--- src/rtl/gp_fifo_arbiter_if.sv ---
// Requester, downstream-FIFO and status signals of the DDR write-path arbiter.
// slave is the arbiter's view; master is the surrounding environment's view.
interface gp_fifo_arbiter_if;
    logic         req0;
    logic         req1;
    logic         gnt0;
    logic         gnt1;
    logic [30:0]  req0_af_addr_din;
    logic [30:0]  req1_af_addr_din;
    logic         req0_af_wr_en;
    logic         req1_af_wr_en;
    logic [127:0] req0_wdf_din;
    logic [127:0] req1_wdf_din;
    logic [15:0]  req0_wdf_mask_din;
    logic [15:0]  req1_wdf_mask_din;
    logic         req0_wdf_wr_en;
    logic         req1_wdf_wr_en;
    logic         req0_af_full;
    logic         req1_af_full;
    logic         req0_wdf_full;
    logic         req1_wdf_full;
    logic         af_full;
    logic         wdf_full;
    logic [30:0]  af_addr_din;
    logic         af_wr_en;
    logic [127:0] wdf_din;
    logic [15:0]  wdf_mask_din;
    logic         wdf_wr_en;
    logic         proto_err;

    modport slave (
        input  req0, req1,
        input  req0_af_addr_din, req1_af_addr_din,
        input  req0_af_wr_en, req1_af_wr_en,
        input  req0_wdf_din, req1_wdf_din,
        input  req0_wdf_mask_din, req1_wdf_mask_din,
        input  req0_wdf_wr_en, req1_wdf_wr_en,
        input  af_full, wdf_full,
        output gnt0, gnt1,
        output req0_af_full, req1_af_full,
        output req0_wdf_full, req1_wdf_full,
        output af_addr_din, af_wr_en,
        output wdf_din, wdf_mask_din, wdf_wr_en,
        output proto_err
    );

    modport master (
        output req0, req1,
        output req0_af_addr_din, req1_af_addr_din,
        output req0_af_wr_en, req1_af_wr_en,
        output req0_wdf_din, req1_wdf_din,
        output req0_wdf_mask_din, req1_wdf_mask_din,
        output req0_wdf_wr_en, req1_wdf_wr_en,
        output af_full, wdf_full,
        input  gnt0, gnt1,
        input  req0_af_full, req1_af_full,
        input  req0_wdf_full, req1_wdf_full,
        input  af_addr_din, af_wr_en,
        input  wdf_din, wdf_mask_din, wdf_wr_en,
        input  proto_err
    );
endinterface

--- src/rtl/gp_fifo_arbiter.sv ---
// Burst-atomic round-robin arbiter for the shared DDR address/write-data FIFOs.
// Optional protocol checker: define GP_ARB_PROTO_CHECK_EN to build proto_err logic.
module gp_fifo_arbiter #(
    parameter int MAX_BURSTS = 8
) (
    input  logic clk,
    input  logic rst,
    gp_fifo_arbiter_if.slave bus
);
    typedef enum logic [1:0] {IDLE, GNT0, GNT1} state_t;

    localparam logic [7:0] MAX_B = 8'(MAX_BURSTS);

    state_t     state;
    state_t     state_nx;
    logic       last;
    logic [7:0] burst_cnt;
    logic [7:0] cnt_inc;
    logic       addr_seen;
    logic       beat;
    logic       own0;
    logic       own1;
    logic       af_acc;
    logic       wdf_acc;
    logic       done;
    logic       idle_pt;
    logic       cap;

    assign own0 = (state == GNT0);
    assign own1 = (state == GNT1);

    always_comb begin
        bus.gnt0          = own0;
        bus.gnt1          = own1;
        bus.af_addr_din   = '0;
        bus.af_wr_en      = 1'b0;
        bus.wdf_din       = '0;
        bus.wdf_mask_din  = '1;
        bus.wdf_wr_en     = 1'b0;
        bus.req0_af_full  = 1'b1;
        bus.req0_wdf_full = 1'b1;
        bus.req1_af_full  = 1'b1;
        bus.req1_wdf_full = 1'b1;
        unique case (1'b1)
            own0: begin
                bus.af_addr_din   = bus.req0_af_addr_din;
                bus.af_wr_en      = bus.req0_af_wr_en;
                bus.wdf_din       = bus.req0_wdf_din;
                bus.wdf_mask_din  = bus.req0_wdf_mask_din;
                bus.wdf_wr_en     = bus.req0_wdf_wr_en;
                bus.req0_af_full  = bus.af_full;
                bus.req0_wdf_full = bus.wdf_full;
            end
            own1: begin
                bus.af_addr_din   = bus.req1_af_addr_din;
                bus.af_wr_en      = bus.req1_af_wr_en;
                bus.wdf_din       = bus.req1_wdf_din;
                bus.wdf_mask_din  = bus.req1_wdf_mask_din;
                bus.wdf_wr_en     = bus.req1_wdf_wr_en;
                bus.req1_af_full  = bus.af_full;
                bus.req1_wdf_full = bus.wdf_full;
            end
            default: ;
        endcase
    end

    assign af_acc  = bus.af_wr_en & ~bus.af_full;
    assign wdf_acc = bus.wdf_wr_en & ~bus.wdf_full;
    assign done    = wdf_acc & beat & (addr_seen | af_acc);
    assign idle_pt = (~addr_seen & ~beat) | done;

    always_comb begin
        cnt_inc = burst_cnt;
        if (done && burst_cnt != 8'hFF)
            cnt_inc = burst_cnt + 8'd1;
    end

    assign cap = (cnt_inc >= MAX_B);

    always_comb begin
        state_nx = state;
        unique case (state)
            IDLE: begin
                // On a tie the port that did not hold the last grant wins
                if (bus.req0 && (!bus.req1 || last))
                    state_nx = GNT0;
                else if (bus.req1)
                    state_nx = GNT1;
            end
            GNT0: begin
                if (idle_pt) begin
                    if (!bus.req0)
                        state_nx = bus.req1 ? GNT1 : IDLE;
                    else if (bus.req1 && cap)
                        state_nx = GNT1;
                end
            end
            GNT1: begin
                if (idle_pt) begin
                    if (!bus.req1)
                        state_nx = bus.req0 ? GNT0 : IDLE;
                    else if (bus.req0 && cap)
                        state_nx = GNT0;
                end
            end
            default: state_nx = IDLE;
        endcase
    end

    always_ff @(posedge clk or posedge rst) begin
        if (rst) begin
            state     <= IDLE;
            last      <= 1'b1;
            burst_cnt <= '0;
            addr_seen <= 1'b0;
            beat      <= 1'b0;
        end else begin
            state <= state_nx;
            if (state_nx != IDLE && state_nx != state) begin
                last      <= (state_nx == GNT1);
                burst_cnt <= '0;
                addr_seen <= 1'b0;
                beat      <= 1'b0;
            end else if (done) begin
                burst_cnt <= cnt_inc;
                addr_seen <= 1'b0;
                beat      <= 1'b0;
            end else begin
                if (af_acc)
                    addr_seen <= 1'b1;
                if (wdf_acc)
                    beat <= ~beat;
            end
        end
    end

`ifdef GP_ARB_PROTO_CHECK_EN
    logic stray;
    logic seq_err;
    logic proto_q;

    assign stray = (~own0 & (bus.req0_af_wr_en | bus.req0_wdf_wr_en))
                 | (~own1 & (bus.req1_af_wr_en | bus.req1_wdf_wr_en));
    assign seq_err = (wdf_acc & ~beat & ~addr_seen & ~af_acc)
                   | (af_acc & addr_seen);

    always_ff @(posedge clk or posedge rst) begin
        if (rst)
            proto_q <= 1'b0;
        else if (stray || seq_err)
            proto_q <= 1'b1;
    end

    assign bus.proto_err = proto_q;
`else
    assign bus.proto_err = 1'b0;
`endif
endmodule

--- src/flat_wrapper.sv ---
// flat-port wrapper written by rule: the top's interface ports become plain ports
module gp_fifo_arbiter_flat 
#(
    parameter int MAX_BURSTS = 8
)
  (clk, rst, bus_req0, bus_req1, bus_req0_af_addr_din, bus_req1_af_addr_din, bus_req0_af_wr_en, bus_req1_af_wr_en, bus_req0_wdf_din, bus_req1_wdf_din, bus_req0_wdf_mask_din, bus_req1_wdf_mask_din, bus_req0_wdf_wr_en, bus_req1_wdf_wr_en, bus_af_full, bus_wdf_full, bus_gnt0, bus_gnt1, bus_req0_af_full, bus_req1_af_full, bus_req0_wdf_full, bus_req1_wdf_full, bus_af_addr_din, bus_af_wr_en, bus_wdf_din, bus_wdf_mask_din, bus_wdf_wr_en, bus_proto_err);
  gp_fifo_arbiter_if bus_i ();
  input  logic clk;
  input  logic rst;
  input wire logic [$bits(bus_i.req0)-1:0] bus_req0;
  input wire logic [$bits(bus_i.req1)-1:0] bus_req1;
  input wire logic [$bits(bus_i.req0_af_addr_din)-1:0] bus_req0_af_addr_din;
  input wire logic [$bits(bus_i.req1_af_addr_din)-1:0] bus_req1_af_addr_din;
  input wire logic [$bits(bus_i.req0_af_wr_en)-1:0] bus_req0_af_wr_en;
  input wire logic [$bits(bus_i.req1_af_wr_en)-1:0] bus_req1_af_wr_en;
  input wire logic [$bits(bus_i.req0_wdf_din)-1:0] bus_req0_wdf_din;
  input wire logic [$bits(bus_i.req1_wdf_din)-1:0] bus_req1_wdf_din;
  input wire logic [$bits(bus_i.req0_wdf_mask_din)-1:0] bus_req0_wdf_mask_din;
  input wire logic [$bits(bus_i.req1_wdf_mask_din)-1:0] bus_req1_wdf_mask_din;
  input wire logic [$bits(bus_i.req0_wdf_wr_en)-1:0] bus_req0_wdf_wr_en;
  input wire logic [$bits(bus_i.req1_wdf_wr_en)-1:0] bus_req1_wdf_wr_en;
  input wire logic [$bits(bus_i.af_full)-1:0] bus_af_full;
  input wire logic [$bits(bus_i.wdf_full)-1:0] bus_wdf_full;
  output wire logic [$bits(bus_i.gnt0)-1:0] bus_gnt0;
  output wire logic [$bits(bus_i.gnt1)-1:0] bus_gnt1;
  output wire logic [$bits(bus_i.req0_af_full)-1:0] bus_req0_af_full;
  output wire logic [$bits(bus_i.req1_af_full)-1:0] bus_req1_af_full;
  output wire logic [$bits(bus_i.req0_wdf_full)-1:0] bus_req0_wdf_full;
  output wire logic [$bits(bus_i.req1_wdf_full)-1:0] bus_req1_wdf_full;
  output wire logic [$bits(bus_i.af_addr_din)-1:0] bus_af_addr_din;
  output wire logic [$bits(bus_i.af_wr_en)-1:0] bus_af_wr_en;
  output wire logic [$bits(bus_i.wdf_din)-1:0] bus_wdf_din;
  output wire logic [$bits(bus_i.wdf_mask_din)-1:0] bus_wdf_mask_din;
  output wire logic [$bits(bus_i.wdf_wr_en)-1:0] bus_wdf_wr_en;
  output wire logic [$bits(bus_i.proto_err)-1:0] bus_proto_err;
  assign bus_i.req0 = bus_req0;
  assign bus_i.req1 = bus_req1;
  assign bus_i.req0_af_addr_din = bus_req0_af_addr_din;
  assign bus_i.req1_af_addr_din = bus_req1_af_addr_din;
  assign bus_i.req0_af_wr_en = bus_req0_af_wr_en;
  assign bus_i.req1_af_wr_en = bus_req1_af_wr_en;
  assign bus_i.req0_wdf_din = bus_req0_wdf_din;
  assign bus_i.req1_wdf_din = bus_req1_wdf_din;
  assign bus_i.req0_wdf_mask_din = bus_req0_wdf_mask_din;
  assign bus_i.req1_wdf_mask_din = bus_req1_wdf_mask_din;
  assign bus_i.req0_wdf_wr_en = bus_req0_wdf_wr_en;
  assign bus_i.req1_wdf_wr_en = bus_req1_wdf_wr_en;
  assign bus_i.af_full = bus_af_full;
  assign bus_i.wdf_full = bus_wdf_full;
  assign bus_gnt0 = bus_i.gnt0;
  assign bus_gnt1 = bus_i.gnt1;
  assign bus_req0_af_full = bus_i.req0_af_full;
  assign bus_req1_af_full = bus_i.req1_af_full;
  assign bus_req0_wdf_full = bus_i.req0_wdf_full;
  assign bus_req1_wdf_full = bus_i.req1_wdf_full;
  assign bus_af_addr_din = bus_i.af_addr_din;
  assign bus_af_wr_en = bus_i.af_wr_en;
  assign bus_wdf_din = bus_i.wdf_din;
  assign bus_wdf_mask_din = bus_i.wdf_mask_din;
  assign bus_wdf_wr_en = bus_i.wdf_wr_en;
  assign bus_proto_err = bus_i.proto_err;
  gp_fifo_arbiter #(.MAX_BURSTS(MAX_BURSTS)) u_core (.clk(clk), .rst(rst), .bus(bus_i));
endmodule
--- config.mk ---
export PLATFORM = sky130hd
export DESIGN_NAME = gp_fifo_arbiter_flat
export DESIGN_NICKNAME = d
export VERILOG_FILES = /design/src/rtl/gp_fifo_arbiter_if.sv /design/src/rtl/gp_fifo_arbiter.sv /design/src/flat_wrapper.sv
export SDC_FILE = /design/constraint.sdc
export NUM_CORES = 1
export LEC_CHECK = 0
export BUFFER_PORTS_ARGS = -buffer_cell sky130_fd_sc_hd__clkbuf_2
export CORE_AREA = 2 2 212 214
export CTS_BUF_LIST = sky130_fd_sc_hd__clkbuf_8 sky130_fd_sc_hd__clkbuf_16
export DETAILED_ROUTE_END_ITERATION = 12
export DIE_AREA = 0 0 214 216
export PLACE_DENSITY = 0.36
export SETUP_SLACK_MARGIN = 0.15
export SYNTH_ARGS = -nofsm -noshare
export SYNTH_HDL_FRONTEND = slang
export SYNTH_SLANG_ARGS = --single-unit
--- constraint.sdc ---
create_clock -name clk -period 6.3 [get_ports clk]
set_input_delay 0.945 -clock clk [delete_from_list [all_inputs] [get_ports clk]]
set_output_delay 0.945 -clock clk [all_outputs]
set_load 0.01 [all_outputs]
==> results.yml, run 1 <==
sta:
  fmax_ghz: 0.238
  skew_ns: 0.00531
  worst_pin_slew_ns: 0.988
  rsz0062_at_grt: "no"
  setup_violations: 0
  fin_crit_sh_pct: 66.7
  drv_slew: 0
  finalSetupTns_ns: 0
  finalCriticalPeriod_ns: 4.20
  maxSlewHeadroom_pct: 34.2
  finalHoldViolCount: 0
synthesis:
  yosysSeqAreaShare_pct: 8.37
  synth_cell_types: 56
  syn_area_per_cell_um2: 6.85
  synthCells: 569
  yosysTopAreaCell: "a22oi_1"
  synth_common_cells: "176 x a22oi_1, 162 x nor2b_1, 55 x clkbuf_1"
  ys_warn_count: 0
  netlist_top_cells_area: "a22oi_1 34%, nor2b_1 26%, dfrtp_1 7.7%"
  ys_seq_elements: 13
  syn_area_mm2: 0.00390
  syn-num-nets: 934
  async_flop_share_pct: 100
  ys.flop_type: "dfrtp_1"
  synth_top_area_share_pct: 33.9
  synth_edf_count: 0
  synthMostInstantiatedCell: "a22oi_1"
worst_setup_path:
  cp_slowest_cell: "ha_4"
  cp.arrival_ns: 4.30
  critPathMaxStageDelay_ns: 0.71
  cp.required_ns: 6.40
  end_kind: "flip-flop"
  cp_num_buf_inv: 1
  startpoint_type: "flip-flop"
  worstPathCellList: "inv_1 > ha_4 > nor2b_1 > a21oi_2 > nor4_1 > o31ai_2 > a211o_1 > o311a_4 > o32ai_4 > nor2_1"
  path_max_fanout: 71
  crit_family: "compound AO/OA/AOI/OAI gates"
  worst-setup-path-type: "flip-flop to flip-flop"
  startpoint: "u_core.state[0]"
  rr_startpoint: "u_core.state[0]"
min_path:
  hp-start: "u_core.burst_cnt[1]"
  min_path_type: "flip-flop to flip-flop"
drt:
  dr.pass1.iters: 5
  routed-via-count: 6537
  viasPerCell: 3.96
  drc: 0
  wl_um: 27300
  routedWlPerCell_um: 16.5
  drtIter0Drc: 460
  ant_nets: 0
cells_and_area:
  multi_input_area_mm2: 0.00332
  stdcell_count: 1649
  layout.nets: 1419
  area_growth_pct: 86.1
  seqCellArea_um2: 327
  final_util_pct: 16.6
  fillerInstances: 5037
  drive_above_1_share_pct: 53.7
clocking:
  cts.repair.resized: 0
  ctsHoldBuffers: 0
  htree_levels: 1
  clkSinkCount: 13
  tritoncts: "built"
  clk_path_buf_depth: 2
  post-cts-setup-buffer-count: 0
  clk_latency_ns: 0.24
  cts_buffers: 3
  clk_pin_slew_ns: 0.05
  cts_root_buf: "clkbuf_16"
power_and_ir_drop:
  combPwrFrac_pct: 90.6
  power_frac_clock_pct: 4.2
  seqPwrFrac_pct: 5.2
  p_leak_nw: 3.42
  switching_power_mw: 1.59
  internal-power_mw: 1.24
  swShare_pct: 56.2
  powerDensity_mw_per_mm2: 391
  power_mw: 2.84
  vdd_ir_drop_max_v: 0.000182
die:
  die_area_mm2: 0.0462
  start_util_pct: 8.90
  io_pins: 544
  die_height_um: 216
  die_w_um: 214
  core_mm2: 0.0438
  fp-row-count: 77
placement:
  place_congestion: 0.912
  post-dp-hpwl_um: 22800
  placed_cells: 1641
  numPortBuffers: 542
run_status:
  status: "complete, no violations"
job:
  cap_violations: 0
global_routing:
  first_global_vias: 6214
  grt_max_degree: 113
  gr-total-overflow: 0
  grt_use_total_pct: 10.6
  antenna_found_initial: 5
  grt_first_pass_wirelength_um: 38000
==> worst reg2reg max path: cells and delay by family, from the launching register on <==
family / cells / cell delay, ns
AO/OA/AOI/OAI: 5 / 1.39
adder cells (fa/ha/maj): 1 / 0.72
buffers and inverters: 1 / 0.22
flip-flops: 1 / 0.61
AND/OR/NAND/NOR: 3 / 1.13
==> per-stage QoR <==
stage	hold slack, ns	cell area, um^2	setup WS [ns]
after global placement	0.586	7170	2.18
final	0.593	7260	2.10
after CTS	0.592	7250	2.08
after global routing	0.627	7260	1.76
after floorplan	0.532	3900	3.13
after detailed placement	0.578	7170	2.08
==> state kept, by name, indices dropped and copies added, names as in the netlist <==
register and count:
u_core.burst_cnt 8, u_core.state 2, u_core.addr_seen 1, u_core.beat 1, u_core.last 1
==> metal layers <==
metal / share of wire [%] / wire (um) / up-vias / GRT usage [%]
li1: - / - / 3093 / -
met1: 39 / 10600 / 3015 / 12.3
met2: 51 / 13900 / 403 / 19.8
met3: 7.4 / 2030 / 26 / 1.96
met4: 2.6 / 722 / 0 / 3.08
met5: 0 / 0 / - / 0
==> placed cells by master (no fill, tap or decap), types with 5 or more instances in the layout <==
cell      count
a21oi_1      10
a22oi_1     176
buf_4         5
clkbuf_2    542
dfrtp_1      12
inv_1         9
nand2_1      22
nand2b_1      6
nand3_1       8
nand4_1       6
nor2_1       16
nor2b_1     162
xnor2_1       5
==> path summary, 6_finish.rpt <==
kind | end | slack [ns] | cells after the start
max in group asynchronous | u_core.last | 5.20 | 2
min in group asynchronous | u_core.burst_cnt[6] | 0.73 | 2
worst min register to register | u_core.burst_cnt[1] | 0.59 | 2
worst max register to register | u_core.beat | 2.10 | 10
worst min-delay path | u_core.burst_cnt[1] | 0.59 | 2
worst max-delay path | u_core.beat | 2.10 | 10
==> cell families (layout without fill, tap and decap cells) <==
kind of cell,Yosys count,count (layout),synth area share [%]
buffers and inverters,75,559,7.41
multiplexers,1,1,0.257
other,1,5,0.0962
adder cells (fa/ha/maj),5,5,1.60
AND/OR/NAND/NOR,239,239,35.7
XOR/XNOR,8,8,1.80
flip-flops,13,13,8.37
AO/OA/AOI/OAI,227,227,44.7
==> power groups by stage <==
stage          Sequential [mW]  Combinational [mW]  Clock [mW]
6_report                 0.147                2.57       0.120
3_3_place_gp             0.149                2.62           0
3_5_place_dp             0.148                2.59           0
4_1_cts                  0.146                2.60       0.123
5_1_grt                  0.153                2.79       0.128
2_1_floorplan            0.124                1.63           0
==> final cells by class <==
type / instances / area share (%)
antenna: 4 / 0.138
multi-input combinational: 481 / 45.8
timing repair buffer: 547 / 37.9
tap: 592 / 10.2
clock inverter: 1 / 0.0517
inverter: 8 / 0.414
clock buffer: 3 / 1.03
sequential: 13 / 4.50
Power figures use the tool's default switching activity.
==> run 2, diff against run 1 <==
- clock period: 6.3 -> 4.1 ns (I/O delays scaled with it)
==> run 2 against run 1 <==
  * Clock skew is 0.0034 ns lower
  * Via count is 0.17% lower
  * Die area is the same
  * Clock power up 58%
  * Power up 54%
  * Sequential share of layout area is essentially flat
==> results.yml, run 2 (same netlist as run 1, synthesis figures left out) <==
clocking:
  post-cts-setup-buffer-count: 0
  clk_pin_slew_ns: 0.05
  htree_levels: 1
  tritoncts: "built"
  clkSinkCount: 13
  clk_path_buf_depth: 2
  ctsHoldBuffers: 0
  cts_root_buf: "clkbuf_16"
  clk_latency_ns: 0.24
  cts.repair.resized: 0
  cts_buffers: 3
power_and_ir_drop:
  vdd_ir_drop_max_v: 0.000314
  powerDensity_mw_per_mm2: 598
  p_leak_nw: 3.44
worst_setup_path:
  critPathMaxStageDelay_ns: 0.50
  cp.required_ns: 4.21
  r2r_setup_slack_ns: 0.65
  crit_family: "compound AO/OA/AOI/OAI gates"
  cp_slowest_cell: "dfrtp_1"
  rr_startpoint: "u_core.state[1]"
  cp.depth: 10
  worstPathCellList: "inv_1 > ha_4 > nor2b_1 > a21oi_2 > nor4_2 > o31ai_2 > a211o_1 > o311a_4 > o32ai_4 > nor2_1"
  cp.arrival_ns: 3.56
  startpoint_type: "flip-flop"
  path_max_fanout: 10
  end_kind: "flip-flop"
  rr_endpoint: "u_core.burst_cnt[0]"
  worst-setup-path-type: "flip-flop to flip-flop"
  rr_worst_depth: 10
  cp_num_buf_inv: 1
cells_and_area:
  layout_commonest_cell: "clkbuf_2"
  largest_reg_flops: 8
  drive_above_1_share_pct: 53.9
  mostFrequentLayoutCells: "542 x clkbuf_2, 176 x a22oi_1, 162 x nor2b_1"
  final_util_pct: 16.7
  top_register: "u_core.burst_cnt"
  reg_top3: "u_core.burst_cnt: 8 flops, u_core.state: 2 flops"
  layout.nets: 1422
  area_growth_pct: 87.4
  fillerInstances: 5071
  stdcell_count: 1651
die:
  io_pins: 544
  start_util_pct: 8.90
  die_area_mm2: 0.0462
  core_mm2: 0.0438
  fp-row-count: 77
  die_height_um: 216
  die_w_um: 214
drt:
  wl_um: 26900
  drc: 0
  drtIter0Drc: 471
  dr.pass1.iters: 4
  viasPerCell: 3.95
  routed-via-count: 6526
  ant_nets: 0
  routedWlPerCell_um: 16.3
sta:
  skew_ns: 0.00191
  fin_crit_sh_pct: 84.1
  worst_pin_slew_ns: 1.02
  finalCriticalPeriod_ns: 3.45
  maxSlewHeadroom_pct: 31.8
  drv_slew: 0
  finalSetupTns_ns: 0
  fmax_ghz: 0.290
  setup_violations: 0
  finalHoldViolCount: 0
  rsz0062_at_grt: "no"
placement:
  post-dp-hpwl_um: 22600
  placed_cells: 1644
  place_congestion: 0.898
  numPortBuffers: 542
global_routing:
  grt_max_degree: 119
  antenna_found_initial: 4
  gr-total-overflow: 0
  grt_first_pass_wirelength_um: 38200
  first_global_vias: 6317
  grt_use_total_pct: 10.6
job:
  cap_violations: 0
run_status:
  status: "complete, no violations"
min_path:
  min_path_type: "input pin to asynchronous set/reset pin"
[run 2: worst max-delay path by stage]
stage,startpoint,to,slack [ns]
after floorplan,u_core.state[0],u_core.beat,0.97
final,u_core.state[1],u_core.burst_cnt[0],0.65
after global placement,u_core.state[1],u_core.burst_cnt[3],0.44
after CTS,u_core.state[1],u_core.burst_cnt[6],0.41
after global routing,u_core.state[1],u_core.burst_cnt[6],0.35
after detailed placement,u_core.state[1],u_core.beat,0.42
[run 2: per-stage QoR]
stage | setup slack [ns] | power [mW] | hold slack (ns) | cell area, um^2
after global routing | 0.351 | 4.75 | 0.456 | 7310
after CTS | 0.407 | 4.42 | 0.417 | 7300
after detailed placement | 0.419 | 4.22 | 0.585 | 7220
final | 0.650 | 4.37 | 0.396 | 7310
after floorplan | 0.967 | 2.69 | 0.491 | 3900
after global placement | 0.445 | 4.25 | 0.590 | 7220
[run 2: worst reg2reg max path, cell delays in order (launching register included)]
cell     delay, ns
dfrtp_1       0.50
inv_1         0.24
ha_4          0.37
nor2b_1       0.31
a21oi_2       0.15
nor4_2        0.47
o31ai_2       0.18
a211o_1       0.34
o311a_4       0.16
o32ai_4       0.49
nor2_1        0.11
[run 2: layer usage]
metal  global-route usage, %  share of wire [%]  up-vias
met2                    19.5                 50      372
met5                       0                  0        -
met3                    1.58                6.8       30
met4                    3.73                3.5        0
li1                        -                  -     3101
met1                    12.3                 40     3023
[run 2: report_power, final]
group	switching [mW]	total [mW]	internal (mW)
Combinational	2.33	3.97	1.64
Sequential	0.0506	0.211	0.161
Clock	0.0597	0.189	0.129
[run 2: final cells by class]
type | instances | area [um^2] | area share, %
Sequential cell | 13 | 327 | 4.47
Clock buffer | 3 | 75.1 | 1.03
Antenna cell | 3 | 7.51 | 0.103
Inverter | 8 | 30.0 | 0.411
Multi-Input combinational cell | 481 | 3330 | 45.5
Timing Repair Buffer | 550 | 2800 | 38.3
Clock inverter | 1 | 3.75 | 0.0514
Tap cell | 592 | 741 | 10.1
